File: src/rtl/pc_sequencer.sv
// rtl/pc_sequencer.sv - next-PC selection, redirect flush sequencing and EPC capture
// Optional macro PC_MISALIGN_TRAP_EN: trap misaligned jump/branch targets and add misalign_o.
module pc_sequencer #(
    parameter int           N            = 32,
    parameter logic [N-1:0] RESET_PC     = 32'h00400000,
    parameter logic [N-1:0] EXC_VECTOR   = 32'h80000180,
    parameter int           FLUSH_CYCLES = 2
) (
    input  logic         clk,
    input  logic         reset,
    input  logic [N-1:0] pc_value,
    input  logic         stall_i,
    input  logic         jump_i,
    input  logic [N-1:0] jump_target_i,
    input  logic         branch_taken_i,
    input  logic [N-1:0] branch_target_i,
    input  logic         exc_i,
    input  logic [N-1:0] exc_pc_i,
    output logic [N-1:0] new_pc,
    output logic         flush_ifid,
    output logic         flush_idex,
    output logic [N-1:0] epc,
    output logic [1:0]   state
`ifdef PC_MISALIGN_TRAP_EN
    ,
    output logic         misalign_o
`endif
);

    typedef enum logic [1:0] {
        BOOT  = 2'd0,
        RUN   = 2'd1,
        FLUSH = 2'd2,
        EXC   = 2'd3
    } state_t;

    localparam logic [2:0] CNT_INIT = 3'(FLUSH_CYCLES - 1);

    state_t       cur_state, nxt_state;
    logic [2:0]   flush_cnt, nxt_cnt;
    logic [N-1:0] nxt_epc;
    logic [N-1:0] seq_pc;
    logic [N-1:0] br_tgt, jp_tgt;
    logic         br_mis, jp_mis;
    logic         jump_flush;

`ifdef PC_MISALIGN_TRAP_EN
    assign br_tgt = branch_target_i;
    assign jp_tgt = jump_target_i;
    assign br_mis = |branch_target_i[1:0];
    assign jp_mis = |jump_target_i[1:0];
`else
    // Without the trap, low target bits are simply dropped to keep fetch word-aligned.
    logic unused_tgt_lsbs;
    assign unused_tgt_lsbs = ^{branch_target_i[1:0], jump_target_i[1:0]};
    assign br_tgt = {branch_target_i[N-1:2], 2'b00};
    assign jp_tgt = {jump_target_i[N-1:2], 2'b00};
    assign br_mis = 1'b0;
    assign jp_mis = 1'b0;
`endif

    assign seq_pc = stall_i ? pc_value : pc_value + N'(4);
    assign state  = cur_state;

    always_comb begin
        nxt_state  = cur_state;
        nxt_cnt    = flush_cnt;
        nxt_epc    = epc;
        jump_flush = 1'b0;
        new_pc     = seq_pc;
        case (cur_state)
            BOOT: begin
                new_pc    = RESET_PC;
                nxt_state = RUN;
            end
            RUN: begin
                if (exc_i) begin
                    new_pc    = EXC_VECTOR;
                    nxt_state = EXC;
                    nxt_epc   = exc_pc_i;
                end else if (branch_taken_i && br_mis) begin
                    new_pc    = EXC_VECTOR;
                    nxt_state = EXC;
                    nxt_epc   = br_tgt;
                end else if (branch_taken_i) begin
                    new_pc    = br_tgt;
                    nxt_state = FLUSH;
                    nxt_cnt   = CNT_INIT;
                end else if (jump_i && jp_mis) begin
                    new_pc    = EXC_VECTOR;
                    nxt_state = EXC;
                    nxt_epc   = jp_tgt;
                end else if (jump_i) begin
                    new_pc     = jp_tgt;
                    jump_flush = 1'b1;
                end
            end
            FLUSH: begin
                // Wrong-path jumps and branches are dropped; exceptions still win.
                if (exc_i) begin
                    new_pc    = EXC_VECTOR;
                    nxt_state = EXC;
                    nxt_epc   = exc_pc_i;
                end else if (flush_cnt == 3'd0) begin
                    nxt_state = RUN;
                end else begin
                    nxt_cnt = flush_cnt - 3'd1;
                end
            end
            EXC: begin
                new_pc    = stall_i ? pc_value : EXC_VECTOR + N'(4);
                nxt_state = FLUSH;
                nxt_cnt   = CNT_INIT;
            end
            default: nxt_state = BOOT;
        endcase
        if (!reset) new_pc = RESET_PC;
    end

    always_ff @(posedge clk or negedge reset) begin
        if (!reset) begin
            cur_state  <= BOOT;
            flush_cnt  <= 3'd0;
            epc        <= '0;
            flush_ifid <= 1'b0;
            flush_idex <= 1'b0;
        end else begin
            cur_state  <= nxt_state;
            flush_cnt  <= nxt_cnt;
            epc        <= nxt_epc;
            flush_idex <= (nxt_state == FLUSH);
            flush_ifid <= (nxt_state == FLUSH) || jump_flush;
        end
    end

`ifdef PC_MISALIGN_TRAP_EN
    always_ff @(posedge clk or negedge reset) begin
        if (!reset) begin
            misalign_o <= 1'b0;
        end else begin
            misalign_o <= (cur_state == RUN) && !exc_i &&
                          ((branch_taken_i && br_mis) ||
                           (!branch_taken_i && jump_i && jp_mis));
        end
    end
`endif

endmodule

File: config.mk
export PLATFORM = sky130hd
export DESIGN_NAME = pc_sequencer
export DESIGN_NICKNAME = d
export VERILOG_FILES = /design/src/rtl/pc_sequencer.sv
export SDC_FILE = /design/constraint.sdc
export NUM_CORES = 1
export LEC_CHECK = 0
export BUFFER_PORTS_ARGS = -buffer_cell sky130_fd_sc_hd__buf_2
export CORE_MARGIN = 2
export CORE_UTILIZATION = 45
export CTS_BUF_LIST = sky130_fd_sc_hd__clkbuf_4
export CTS_CLUSTER_DIAMETER = 100
export DETAILED_ROUTE_END_ITERATION = 16
export GPL_ROUTABILITY_DRIVEN = 0
export PLACE_DENSITY = 0.78
export REMOVE_ABC_BUFFERS = 1
export SETUP_SLACK_MARGIN = 0.2
export SLEW_MARGIN = 20
export SYNTH_ARGS = -nofsm -noshare
export SYNTH_HDL_FRONTEND = slang
export SYNTH_SLANG_ARGS = --single-unit
File: constraint.sdc
create_clock -name clk -period 2.5 [get_ports clk]
set_input_delay 0.25 -clock clk [delete_from_list [all_inputs] [get_ports clk]]
set_output_delay 0.25 -clock clk [all_outputs]
set_load 0.005 [all_outputs]
==> results of run 1 <==
-- cell usage in the layout, fill, tap and decap left out, types with 9 or more instances in the layout --
master and count:
sky130_fd_sc_hd__nand2b_1 14, sky130_fd_sc_hd__buf_4 31, sky130_fd_sc_hd__nor2_1 15, sky130_fd_sc_hd__nand2_1 36, sky130_fd_sc_hd__dfrtp_1 38, sky130_fd_sc_hd__o21ai_0 16
sky130_fd_sc_hd__buf_6 11, sky130_fd_sc_hd__buf_2 197, sky130_fd_sc_hd__o22ai_1 14, sky130_fd_sc_hd__nand4_1 11, sky130_fd_sc_hd__nor3_1 9, sky130_fd_sc_hd__mux2_2 32
sky130_fd_sc_hd__inv_1 16, sky130_fd_sc_hd__a21oi_1 23, sky130_fd_sc_hd__a31oi_1 13, sky130_fd_sc_hd__nand3_1 11
-- through the flow --
step                total power [mW]  TNS, ns  utilization (%)  area, um^2
CTS                            3.995        0            64.84        5274
global placement               3.246        0            60.85        4950
global route                   4.562        0            68.56        5577
floorplan                      2.323  -0.5882                -        3602
detailed placement             3.334        0            60.85        4950
finish                         4.274        0            68.56        5577
-- cells by family (layout without fill, tap and decap cells) --
group,Yosys count,count (layout),share of synthesized area (%)
adders and majority gates,8,8,2.670
muxes,39,39,11.48
DFF,39,39,26.03
AOI/OAI and AO/OA,148,148,26.50
xor gates and xnor gates,13,13,3.037
and+or+nand+nor,156,156,24.57
buffers and inverters,53,271,5.707
-- area by class of cell --
cell class / count / area, um^2
multi-input combinational: 364 / 2845
fill: 643 / 2557
timing repair buffer: 246 / 1480
sequential: 39 / 977.2
tap: 105 / 131.4
inverter: 18 / 67.56
clock buffer: 5 / 37.54
clock inverter: 2 / 37.54
-- worst max-delay path by stage --
stage | startpoint | to | slack (ns) | cells past startpoint
3_3_place_gp | state[0]$_DFF_PN0_ | new_pc[27] | 0.21 | 8
4_1_cts | state[1]$_DFF_PN0_ | new_pc[18] | 0.11 | 9
5_1_grt | state[0]$_DFF_PN0_ | new_pc[17] | 0.02 | 8
3_5_place_dp | state[0]$_DFF_PN0_ | new_pc[27] | 0.18 | 8
6_report | state[0]$_DFF_PN0_ | new_pc[17] | 0.12 | 8
2_1_floorplan | state[1]$_DFF_PN0_ | new_pc[27] | -0.22 | 6
-- state kept, by name, summed over array words and instances, names as in the netlist --
register / flops
epc: 32
flush_ifid: 1
flush_cnt: 3
flush_idex: 1
state: 2
-- routing by layer --
layer	GRT usage, %	wire length (um)
met1	34.04	5124
met3	4.980	1602
met4	12.56	602
met2	51.64	6955
met5	0	0
-- worst register-to-register path: cells and delay by family (launching register included) --
family          cells  cell delay, ns
fa+ha+maj           1            0.17
simple gates        1            0.29
compound gates      3            0.53
buf+inv             3            0.38
flops               1            0.46
-- power by group through the flow --
stage               Combinational [mW]  Clock (mW)  Sequential [mW]
floorplan                         1.21           0             1.12
global placement                  2.18           0             1.07
detailed placement                2.25           0             1.09
CTS                               2.49       0.421             1.08
global route                      2.98       0.449             1.14
finish                            2.77       0.408             1.09
-- what timing repair did --
action                     in CTS  in global routing
setup endpoints to repair      29                 31
pin swaps                      17                 28
gates resized for setup        35                 52
cloned                          1                  1
hold endpoints to repair        4                  0
setup buffers                  11                  6
hold buffers                    1                  0
==> Flow_metrics.wiki, run 1 <==
{| class="wikitable"
! Metric !! Value
|-
| Share of the synthesized area in the top cell type || 26.03%
|-
| Count of input and output buffers || 197
|-
| Number of hold violations in the final report || 0
|-
| Startpoint-to-endpoint class of the critical path || register to primary output
|-
| DRT iter0 DRCs || 221
|-
| Count of placed standard cells including taps || 752
|-
| Clock tree from TritonCTS || built
|-
| Overall fraction of global-route tracks in use || 28.98%
|-
| Category of cells accounting for the largest share of critical-path delay || compound AO/OA/AOI/OAI gates
|-
| Fraction of final layout cells sized beyond drive strength 1 || 51.34%
|-
| Number of flops mapped to enable cells by yosys || 0
|-
| Final antenna diode count || 0
|-
| Largest net degree at the start of global routing || 36
|-
| Cts bufs inserted || 5
|-
| # nets final || 816
|-
| Total DRC errors in the routed layout || 0
|-
| Die Ht || 95.27 um
|-
| Hold depth || 2
|-
| Hold path start || exc_pc_i[9]
|-
| Delay of the slowest critical-path stage || 0.46 ns
|-
| Leak Pwr || 2.565 nW
|-
| Number of flip-flops and latches in the synthesized netlist || 39
|-
| Vias after detailed routing || 4814
|-
| Vias in the first global route || 4467
|-
| Required time of the worst setup path || 2.25 ns
|-
| Max Transition Viols Final || 0
|-
| Post-detailed-route count of antenna-violating nets || 0
|-
| Result of the run || completed
|-
| Later-pin clock latency in the skew report || 0.35 ns
|-
| Critical path, cell by cell || ha_4, nor2b_4, buf_6, buf_16, a32o_2, o32ai_2, a21oi_1, buf_2
|-
| Clock period minus worst slack || 2.379 ns
|-
| Max clock buf depth || 2
|-
| Switching power share of the total || 39.80%
|-
| RSZ-0062 raised after global routing || yes
|-
| Internal power summed over all cells || 2.573 mW
|-
| Die area || 9076 um^2
|-
| Worst hold slack across all endpoints || 0.1184 ns
|-
| Netlist cell types || 58
|-
| Most repeated cell in the gate-level netlist after synthesis || sky130_fd_sc_hd__dfrtp_1
|-
| Part of the Yosys area used for sequential elements || 26.03%
|-
| Initial antenna violation count || 0
|-
| Placed wire-length estimate || 10.18 mm
|-
| Syn-to-layout area delta || 48.77%
|-
| Slack of the worst reg-to-reg path || 0.60 ns
|-
| Slowest cell on crit path || sky130_fd_sc_hd__dfrtp_2
|-
| Total standard cell area after synthesis || 3749 um^2
|-
| Count of clock tree sinks || 39
|-
| Max capacitance violation total || 0
|-
| Worst slew margin relative to its limit || 60.40%
|-
| Ratio of final minimum period to clock period || 95.17%
|-
| Residual overflow from global routing || 0
|-
| Combinational cell fraction of total power || 64.9%
|-
| Wire length per cell || 18.34 um
|-
| Critical Path Source Type || register
|-
| Placement Rows || 33
|-
| Floorplan die width || 95.27 um
|-
| Post-route clock skew || 0.01751 ns
|-
| Number of cell instances on the worst register-to-register path || 8
|-
| Power per standard cell area || 766.3 nW/um^2
|-
| CTS clock-pin slew for the worst setup and hold paths || 0.12 ns
|-
| TritonRoute pass-1 iters || 5
|-
| Clock Root Buffer || sky130_fd_sc_hd__clkbuf_4
|-
| Number of vias per cell after detailed routing || 6.180
|-
| Worst setup slack after layout || 0.1208 ns
|-
| Primary FF master, synth || sky130_fd_sc_hd__dfrtp_1
|-
| Slew at the pin closest to its max-slew limit || 0.5917 ns
|-
| Global-route wire length before repair || 20.83 mm
|-
| Sum of buffers and inverters on the critical path || 3
|-
| Std-Cell Core Area || 8134 um^2
|-
| Final cell count without fillers || 779
|-
| Sequential Power Share || 25.5%
|-
| I/O Pins || 202
|-
| Nature of the critical path endpoint || primary output
|-
| Cell count after synthesis || 456
|-
| Highest net fanout along the worst path || 3
|-
| Total number of H-tree levels || 2
|-
| Class of the tightest hold or removal check || input pin to register
|-
| Post-synth ARST share || 100.0%
|-
| Startpoint of the most critical register-to-register path || state[0]$_DFF_PN0_
|-
| End point of the worst hold path || epc[9]$_DFFE_PN0P_
|-
| Fmax || 0.4203 GHz
|-
| Average size of a mapped cell || 8.221 um^2
|-
| Post-synth top area cell || sky130_fd_sc_hd__dfrtp_1
|-
| Yosys warning total || 0
|-
| Endpoint of the worst-slack reg-to-reg timing path || flush_cnt[1]$_DFFE_PN0P_
|-
| Worst ir drop on vdd || 0.0007272 V
|-
| Sw power || 1.701 mW
|-
| Starting density of the core || 46.09%
|-
| Arrival time worst endpoint || 2.13 ns
|-
| Place WS || 0.1753 ns
|-
| Cell types occupying the most area after synthesis || sky130_fd_sc_hd__dfrtp_1, sky130_fd_sc_hd__mux2_2, sky130_fd_sc_hd__nand2_1
|-
| Wire length reported by the detailed router || 14.28 mm
|-
| Fraction of power consumed by the clock network || 9.5%
|-
| Number of setup violations in the final report || 0
|-
| Commonest cells in the netlist || sky130_fd_sc_hd__dfrtp_1, sky130_fd_sc_hd__nand2_1, sky130_fd_sc_hd__mux2_2, sky130_fd_sc_hd__a21oi_1, sky130_fd_sc_hd__o21ai_0
|}
Note: power is estimated with default switching activity, not from simulation.
==> inputs of run 2 (changes only) <==
- MAX_ROUTING_LAYER: default -> met4
==> run 2 against run 1 <==
Net effect:
- total power increased by 0.76%
- hold slack gained 0.0020 ns
- fmax down 0.92%
- clock power about the same
- flip-flop and latch count stayed put
==> Flow_metrics.wiki, run 2 (synthesized netlist as in run 1, its figures left out) <==
{| class="wikitable"
! Metric !! Value
|-
| Result of the run || completed (unchanged)
|-
| Required time of the worst setup path || 2.25 ns (about the same)
|-
| Number of vias per cell after detailed routing || 6.136 (was 6.180)
|-
| Critical path, cell by cell || ha_4, nor2b_4, buf_6, buf_16, a32o_2, o32ai_2, a21oi_1, buf_2 (unchanged)
|-
| Max capacitance violation total || 0 (unchanged)
|-
| Vias after detailed routing || 4786 (was 4814)
|-
| Die Ht || 95.27 um (unchanged)
|-
| Syn-to-layout area delta || 49.17% (was 48.77%)
|-
| Slew at the pin closest to its max-slew limit || 0.5814 ns (was 0.5917 ns)
|-
| Layout filler cell count || 642 (was 643)
|-
| Most frequent cells in the layout || sky130_fd_sc_hd__buf_2, sky130_fd_sc_hd__dfrtp_1, sky130_fd_sc_hd__nand2_1, sky130_fd_sc_hd__mux2_2, sky130_fd_sc_hd__buf_4 (unchanged)
|-
| Slowest cell on crit path || sky130_fd_sc_hd__dfrtp_2 (unchanged)
|-
| Category of cells accounting for the largest share of critical-path delay || compound AO/OA/AOI/OAI gates (unchanged)
|-
| # nets final || 817 (was 816)
|-
| Starting density of the core || 46.09% (unchanged)
|-
| CTS clock-pin slew for the worst setup and hold paths || 0.12 ns (about the same)
|-
| Clock period minus worst slack || 2.401 ns (was 2.379 ns)
|-
| Count of input and output buffers || 197 (unchanged)
|-
| DRT iter0 DRCs || 257 (was 221)
|-
| Wire length reported by the detailed router || 14.34 mm (was 14.28 mm)
|-
| Worst slew margin relative to its limit || 61.10% (was 60.40%)
|-
| Clock tree from TritonCTS || built (unchanged)
|-
| Delay of the slowest critical-path stage || 0.46 ns (about the same)
|-
| Max Transition Viols Final || 0 (unchanged)
|-
| Global-route wire length before repair || 20.80 mm (was 20.83 mm)
|-
| Max clock buf depth || 2 (unchanged)
|-
| Floorplan die width || 95.27 um (unchanged)
|-
| Fraction of final layout cells sized beyond drive strength 1 || 51.70% (was 51.34%)
|-
| Largest net degree at the start of global routing || 36 (unchanged)
|-
| Power per standard cell area || 770.1 nW/um^2 (was 766.3 nW/um^2)
|-
| Count of clock tree sinks || 39 (unchanged)
|-
| Critical Path Source Type || register (unchanged)
|-
| RSZ-0062 raised after global routing || yes (unchanged)
|-
| I/O Pins || 202 (unchanged)
|-
| Number of hold violations in the final report || 0 (unchanged)
|-
| Overall fraction of global-route tracks in use || 29.79% (was 28.98%)
|-
| Vias in the first global route || 4447 (was 4467)
|-
| Number of setup violations in the final report || 0 (unchanged)
|-
| Post-route clock skew || 0.01764 ns (was 0.01751 ns)
|-
| Ratio of final minimum period to clock period || 96.05% (was 95.17%)
|-
| Total number of H-tree levels || 2 (unchanged)
|-
| TritonRoute pass-1 iters || 6 (was 5)
|-
| Cell area after layout || 5592 um^2 (was 5577 um^2)
|-
| Initial antenna violation count || 0 (unchanged)
|-
| Class of the tightest hold or removal check || input pin to register (unchanged)
|-
| Std-Cell Core Area || 8134 um^2 (unchanged)
|-
| Wire length per cell || 18.39 um (was 18.34 um)
|-
| Sum of buffers and inverters on the critical path || 3 (unchanged)
|-
| Clock Root Buffer || sky130_fd_sc_hd__clkbuf_4 (unchanged)
|-
| Residual overflow from global routing || 0 (unchanged)
|-
| Total DRC errors in the routed layout || 0 (unchanged)
|-
| Worst ir drop on vdd || 0.0007286 V (was 0.0007272 V)
|-
| Startpoint-to-endpoint class of the critical path || register to primary output (unchanged)
|-
| Later-pin clock latency in the skew report || 0.35 ns (about the same)
|-
| Final antenna diode count || 0 (unchanged)
|-
| Placed wire-length estimate || 10.18 mm (unchanged)
|-
| Setup TNS Final || 0 ns (unchanged)
|-
| Leak Pwr || 2.573 nW (was 2.565 nW)
|-
| Nature of the critical path endpoint || primary output (unchanged)
|-
| Cts bufs inserted || 5 (unchanged)
|-
| Post-detailed-route count of antenna-violating nets || 0 (unchanged)
|-
| Highest net fanout along the worst path || 3 (unchanged)
|-
| Fin util || 68.74% (was 68.56%)
|-
| Die area || 9076 um^2 (unchanged)
|-
| Most common cell after layout, fill and taps aside || sky130_fd_sc_hd__buf_2 (unchanged)
|-
| Fmax || 0.4164 GHz (was 0.4203 GHz)
|-
| Arrival time worst endpoint || 2.15 ns (was 2.13 ns)
|-
| Placed inst area || 4950 um^2 (unchanged)
|-
| Largest register by flop count || epc (unchanged)
|-
| Max FFs per register || 32 (unchanged)
|-
| Placement Rows || 33 (unchanged)
|}
[run 2: cell count changes in the layout (fill, tap and decap cells not counted), sizes merged]
cell / before / now
buf: 244 / 245
[run 2: where the power goes]
part           internal, mW  total [mW]  switching, mW  leakage, nW
Combinational          1.45        2.81           1.36         2.07
Sequential            0.935        1.09          0.157        0.463
Clock                 0.205       0.408          0.203       0.0373
[run 2: timing repair]
item / in CTS / in global routing
gates cloned: 1 / 1
hold buffers: 1 / 0
endpoints found under the hold margin: 4 / 0
pin swaps: 17 / 24
gates resized for setup: 35 / 52
setup buffers: 11 / 7
setup endpoints to repair: 29 / 31
[run 2: stage by stage]
stage / hold WS, ns / instances / setup WS (ns) / power, mW
after CTS: 0.1056 / 772 / 0.1129 / 3.995
after global placement: 0.07498 / 752 / 0.2072 / 3.246
after detailed placement: 0.07821 / 752 / 0.1753 / 3.334
after floorplan: -0.04559 / 421 / -0.2243 / 2.323
after global routing: 0.1007 / 780 / -0.00004752 / 4.590
final: 0.1204 / 780 / 0.09869 / 4.306
[run 2: area by class of cell]
type	count	area (um^2)	share of cell area [%]
multi-input combinational	364	2849	50.95
timing repair buffer	247	1491	26.67
sequential	39	977.2	17.48
tap	105	131.4	2.350
inverter	18	67.56	1.208
clock buffer	5	37.54	0.6713
clock inverter	2	37.54	0.6713
[run 2: metal layers]
layer | GRT usage (%) | vias up | share of wire [%]
met3 | 3.715 | 54 | 9.4
li1 | - | 2164 | -
met5 | - | - | 0
met2 | 51.70 | 308 | 50
met4 | 12.56 | 0 | 3.4
met1 | 34.69 | 2260 | 37
[run 2: path summary, 6_finish.rpt]
path	from	depth (start not counted)	end	slack, ns
setup / recovery	state[0]$_DFF_PN0_	8	new_pc[17]	0.1
hold / removal	exc_pc_i[0]	2	epc[0]$_DFFE_PN0P_	0.12
setup reg to reg	state[0]$_DFF_PN0_	8	flush_cnt[1]$_DFFE_PN0P_	0.60
hold reg to reg	epc[9]$_DFFE_PN0P_	1	epc[9]$_DFFE_PN0P_	0.51
max in group asynchronous	reset	3	epc[19]$_DFFE_PN0P_	1.55
min in group asynchronous	reset	2	flush_idex$_DFF_PN0_	0.26
